==> config.mk <==
export PLATFORM = sky130hd
export DESIGN_NAME = alu_arbiter
export DESIGN_NICKNAME = d
export VERILOG_FILES = /design/src/rtl/alu_arbiter.sv
export SDC_FILE = /design/constraint.sdc
export NUM_CORES = 1
export LEC_CHECK = 0
export ABC_AREA = 0
export CORE_MARGIN = 2
export CORE_UTILIZATION = 43
export CTS_BUF_LIST = sky130_fd_sc_hd__clkbuf_2 sky130_fd_sc_hd__clkbuf_4 sky130_fd_sc_hd__clkbuf_8
export DETAILED_ROUTE_END_ITERATION = 7
export PLACE_DENSITY = 0.89
export SLEW_MARGIN = 20
export SYNTH_ARGS = -nofsm -noshare
export SYNTH_HDL_FRONTEND = slang
export SYNTH_SLANG_ARGS = --single-unit
==> constraint.sdc <==
create_clock -name clk -period 2.3 [get_ports clk]
set_input_delay 0.46 -clock clk [delete_from_list [all_inputs] [get_ports clk]]
set_output_delay 0.46 -clock clk [all_outputs]
set_load 0.02 [all_outputs]
==> src/rtl/alu_arbiter.sv <==
// rtl/alu_arbiter.sv - round-robin arbiter sharing one combinational ALU between two requesters
module alu_arbiter (
  input  logic        clk,
  input  logic        reset,
  input  logic        req0_valid,
  output logic        req0_ready,
  input  logic [3:0]  req0_op,
  input  logic [31:0] req0_lhs,
  input  logic [31:0] req0_rhs,
  output logic        rsp0_valid,
  input  logic        rsp0_ready,
  output logic [31:0] rsp0_res,
  input  logic        req1_valid,
  output logic        req1_ready,
  input  logic [3:0]  req1_op,
  input  logic [31:0] req1_lhs,
  input  logic [31:0] req1_rhs,
  output logic        rsp1_valid,
  input  logic        rsp1_ready,
  output logic [31:0] rsp1_res,
  output logic [3:0]  alu_op,
  output logic [31:0] alu_lhs,
  output logic [31:0] alu_rhs,
  input  logic [31:0] alu_res,
  output logic        busy,
  output logic [31:0] ops_done
);

  typedef enum logic [1:0] {IDLE, EXEC, RESP} state_t;

  state_t state;
  logic   rr_ptr;
  logic   owner;
  logic   gnt0;
  logic   gnt1;
  logic   rsp_fire;

  // rr_ptr names the port that wins a tie; it always points away from the last served port.
  assign gnt1       = req1_valid & (~req0_valid | rr_ptr);
  assign gnt0       = req0_valid & ~gnt1;
  assign req0_ready = (state == IDLE) & gnt0;
  assign req1_ready = (state == IDLE) & gnt1;
  assign rsp_fire   = (rsp0_valid & rsp0_ready) | (rsp1_valid & rsp1_ready);

  // The alu_* registers double as the latched operands; they are non-zero only during EXEC.
  always_ff @(posedge clk) begin
    if (reset) begin
      state      <= IDLE;
      rr_ptr     <= 1'b0;
      owner      <= 1'b0;
      alu_op     <= '0;
      alu_lhs    <= '0;
      alu_rhs    <= '0;
      rsp0_valid <= 1'b0;
      rsp1_valid <= 1'b0;
      rsp0_res   <= '0;
      rsp1_res   <= '0;
      busy       <= 1'b0;
      ops_done   <= '0;
    end else begin
      case (state)
        IDLE: begin
          if (gnt0 | gnt1) begin
            owner   <= gnt1;
            alu_op  <= gnt1 ? req1_op  : req0_op;
            alu_lhs <= gnt1 ? req1_lhs : req0_lhs;
            alu_rhs <= gnt1 ? req1_rhs : req0_rhs;
            busy    <= 1'b1;
            state   <= EXEC;
          end
        end
        EXEC: begin
          rsp0_valid <= ~owner;
          rsp1_valid <= owner;
          rsp0_res   <= owner ? '0 : alu_res;
          rsp1_res   <= owner ? alu_res : '0;
          alu_op     <= '0;
          alu_lhs    <= '0;
          alu_rhs    <= '0;
          state      <= RESP;
        end
        RESP: begin
          if (rsp_fire) begin
            rsp0_valid <= 1'b0;
            rsp1_valid <= 1'b0;
            rsp0_res   <= '0;
            rsp1_res   <= '0;
            rr_ptr     <= ~owner;
            ops_done   <= ops_done + 32'd1;
            busy       <= 1'b0;
            state      <= IDLE;
          end
        end
        default: state <= IDLE;
      endcase
    end
  end

endmodule

* Yosys cells after proc, flatten, opt, wreduce, memory -nomap -nowiden
Cells that the tools add are included.
** Cells by class
- Add/subtract/negate cells :: 1
- Equal/unequal tests :: 4
- Mux-type cells :: 22
- Bitwise operators :: 12
- Reduce and logical (&&, ||, !) cells :: 10
** Operators with widths (count)
- $pmux W32 S2 :: 4
- $mux W32 :: 7
- $add A32 B1 Y32 const B :: 1
- $reduce_and A2 Y1 :: 5
- $mux W4 :: 2
- $pmux W4 S2 :: 1
- $and A1 B1 Y1 :: 6
- $pmux W1 S2 :: 3
- $pmux W2 S3 :: 1
- $reduce_bool A2 Y1 :: 3
- $mux W2 :: 2
- $not A1 Y1 :: 3
- $or A1 B1 Y1 :: 3
- $reduce_and A3 Y1 :: 1
- $eq A2 B1 Y1 const B :: 1
- $eq A2 B2 Y1 const B :: 1
- $logic_not A2 Y1 :: 1
- $mux W1 :: 2
- $ne A2 B1 Y1 const B :: 1
- $ne A2 B2 Y1 const B :: 1
** Word-level totals
- Flip-flop bits (word level) :: 171
- Logic and storage cells :: 61

* Depth between registers and ports, before layout
- Depth after elaboration :: 8
- Mapped depth :: 7
- Depth with buffers taken out :: 5

* Worst setup path before layout
OpenSTA, ideal clock, no wires.
- Path type :: input-to-output
- From :: input req0_valid
- To :: output req1_ready
- Arrival :: 1.594 ns
- Data required time :: 1.840 ns
- Slack :: 0.246 ns
- Cell stages on the path :: 5
- Buffers on the path :: 2
- Cells stage by stage :: nand2b_1 > clkbuf_1 > clkbuf_1 > nand2_1 > nor3_1
** Between the ends
- Word-level cells in the longest chain between the ends :: 4
** Ends and longest elaborated chain
- start: declaration :: RTL line 5 : input logic req0_valid,
- $not A1 Y1 :: RTL line 39 : assign gnt1 = req1_valid & (~req0_valid | rr_ptr);
- $or A1 B1 Y1 :: RTL line 39
- $and A1 B1 Y1 :: RTL line 39
- $and A1 B1 Y1 :: RTL line 42 : assign req1_ready = (state == IDLE) & gnt1;
- end: declaration :: RTL line 14 : output logic req1_ready,
Every way passes these cells.

* Final worst setup path
- From :: input req0_valid
- To :: output req0_ready
** Between the ends
- Word-level cells in the longest chain between the ends :: 6
** Ends and longest elaborated chain
- $not A1 Y1 :: RTL line 39
- $or A1 B1 Y1 :: RTL line 39
- $and A1 B1 Y1 :: RTL line 39
- $not A1 Y1 :: RTL line 40 : assign gnt0 = req0_valid & ~gnt1;
- $and A1 B1 Y1 (*) :: RTL line 40
- $and A1 B1 Y1 (*) :: RTL line 41 : assign req0_ready = (state == IDLE) & gnt0;
- end: declaration :: RTL line 6 : output logic req0_ready,
Every way passes the cells marked *; elsewhere a longest branch is shown, timed or not.

==> results_dict.tcl <==
set metrics [dict create \
    finalNetCount 1377 \
    syn_avg_cell_area_um2 8.28 \
    finalNonFillerCells 1440 \
    design.die.area_um2 18500 \
    ys_warn_count 0 \
    cts_buffer_depth 2 \
    seqCellArea_um2 3420 \
    arrival_ns 1.72 \
    drt_iter0_drc 553 \
    dp_cells 1408 \
    hold_class "in2reg" \
    ys_ff_latch 171 \
    holdPathEnd "alu_rhs[0]$_SDFFE_PP0P_" \
    r2r_start "state[1]$_SDFFE_PP0P_" \
    hold_depth 2 \
    vias 7964 \
    cellLeakagePower_nw 4.27 \
    timing.final.crit_share_pct 95.0 \
    layout-drive-gt1-share_pct 6.01 \
    grt_use_total_pct 25.3 \
    r2r_slack_ns 0.27 \
    cts_tree "yes" \
    relSlewSlack_pct 72.3 \
    antenna_cells 0 \
    drcViolationCount 0 \
    netlist_area_um2 7480 \
    cts.sinks 171 \
    status "completed" \
    ys_types 41 \
    grt_max_degree 126 \
    min_period_ns 2.18 \
    synth_flop_cell "dfxtp_1" \
    insertion_delay_ns 0.46 \
    grt_pass1_vias 7198 \
    drv_cap 0 \
    multi_input_area_um2 3700 \
    synth-edff-count 0 \
    ir_worst_vdd_mv 0.363 \
    routed_wl_mm 24.6 \
    start_util_pct 43.6 \
    drt.antenna.violating_nets 0 \
    hold_viol_final 0 \
    fp.dieW_um 136 \
    finalPower_mw 7.09 \
    root_buffer "clkbuf_8" \
    areaGrowthSynthToFinish_pct 54.9 \
    viasPerCell 5.53 \
    gr-total-overflow 0 \
    dp_hpwl_mm 17.6 \
    async_flop_share_pct 0 \
    reg2reg_depth 4 \
    layout_common_cells "clkdlybuf4s50_1, dfxtp_1, a21oi_1" \
    hold_buffers 0 \
    required_ns 1.84 \
    drt_first_pass_iters 5 \
    fillers 1384 \
    gp_congestion 0.854 \
    crit_path_max_fanout 5 \
    portBuffers 342 \
    worstMarginPinSlew_ns 0.415 \
    slew_viol_final 0 \
    postCtsSetupBuffers 0 \
    end_kind "primary output" \
    rsz0062_at_grt "no" \
    finClkSkew_ns 0.0229 \
    coreArea_um2 17200 \
    reg2reg_to "ops_done[29]$_SDFFE_PP0P_" \
    final_common_cell "clkdlybuf4s50_1" \
    htreeDepth 4 \
    startpoint_type "input port" \
    final-setup-viol-count 0 \
    criticalPathCategory "in2out" \
    syn_nets 1078 \
    die_h_um 136 \
    grt_pass1_wl_mm 37.2 \
    post_drt_wl_per_cell_um 17.1 \
    setup_tns_ns 0 \
    num_io_pins 343 \
    cts_resized 2 \
    antenna_found_initial 0 \
    cts-buffers-inserted 17 \
    rows 48 \
    synth_cells 903 \
    synth-seq-area-share_pct 45.8 \
    p_per_area_nw_per_um2 612 \
    fmax_mhz 458 \
    clk_pin_slew_worst_paths_ns 0.10 \
    hp-start "reset" \
]
==> stage by stage <==
step	utilization (%)	setup slack, ns	area, um2	hold slack [ns]
after floorplan	-	0.246	7480	0.448
after global placement	64.8	-0.112	11100	0.437
after detailed placement	64.8	-0.149	11100	0.444
after CTS	67.4	0.125	11600	0.352
after global routing	67.4	0.0843	11600	0.356
final	67.4	0.115	11600	0.379
==> worst max-delay path by stage <==
stage | startpoint | to | cells after the start
2_1_floorplan | req0_valid | req1_ready | 5
3_3_place_gp | req0_valid | req1_ready | 5
3_5_place_dp | rsp0_ready | ops_done[29]$_SDFFE_PP0P_ | 5
4_1_cts | req0_valid | req0_ready | 5
5_1_grt | req0_valid | req0_ready | 5
6_report | req0_valid | req0_ready | 5
==> power breakdown <==
| part | switching [mW] | internal [mW] | leakage (nW) |
|---|---|---|---|
| registers | 0.0965 | 3.12 | 1.39 |
| logic | 0.772 | 0.769 | 2.65 |
| clock network | 1.29 | 1.05 | 0.222 |
==> worst max-delay path, stage by stage <==
cell and delay (ns):
clkdlybuf4s50_1 0.58, nand2b_4 0.07, nand2_1 0.09, and3_1 0.17
dlygate4sd2_1 0.36
==> cells by family after synthesis <==
logic type / after synthesis / share of synthesized area (%)
AOI/OAI and AO/OA: 316 / 26.1
DFF: 171 / 45.8
xor gates and xnor gates: 8 / 0.937
muxes: 5 / 0.753
and+or+nand+nor: 311 / 21.3
buffers and inverters: 91 / 5.03
adders and majority gates: 1 / 0.167
==> per-layer routing <==
layer	wire length (um)	share of wire, %	track usage (%)
met1	9470	39	30.3
met2	12500	51	43.7
met3	1890	7.7	7.16
met4	677	2.8	8.51
met5	0	0	0
==> sequential cells by signal (all words and copies together) (netlist names), 2 cells and up <==
register,flops
rsp1_res,32
alu_lhs,32
alu_rhs,32
state,2
ops_done,32
rsp0_res,32
alu_op,4
==> synth_stat cells (2+ instances only) <==
master | number | area [um2]
buf_6 | 3 | 33.8
o31ai_1 | 14 | 105
nor3_1 | 3 | 15.0
nand3_1 | 11 | 55.1
or4_1 | 14 | 105
and2b_2 | 2 | 17.5
nor2_1 | 84 | 315
a21boi_0 | 68 | 510
xnor2_1 | 4 | 35.0
or3_1 | 5 | 31.3
nor2b_1 | 5 | 31.3
a22oi_1 | 62 | 465
nand2b_1 | 2 | 12.5
a21oi_1 | 96 | 480
o21ai_0 | 73 | 365
and3_1 | 70 | 438
nor4_1 | 5 | 31.3
nand2_1 | 84 | 315
mux2_1 | 5 | 56.3
buf_1 | 7 | 26.3
inv_1 | 3 | 11.3
clkbuf_1 | 75 | 282
and4_1 | 6 | 52.6
dfxtp_1 | 171 | 3420
buf_2 | 2 | 10.0
xor2_1 | 4 | 35.0
nand4_1 | 11 | 68.8
==> final cells by class <==
type | count | share of cell area (%)
Timing Repair Buffer | 368 | 32.0
Multi-Input combinational cell | 641 | 32.0
Sequential cell | 171 | 29.5
Tap cell | 225 | 2.43
Clock buffer | 17 | 2.02
Clock inverter | 15 | 1.90
Inverter | 3 | 0.0972
No activity file was read; power rests on OpenSTA's default activity.
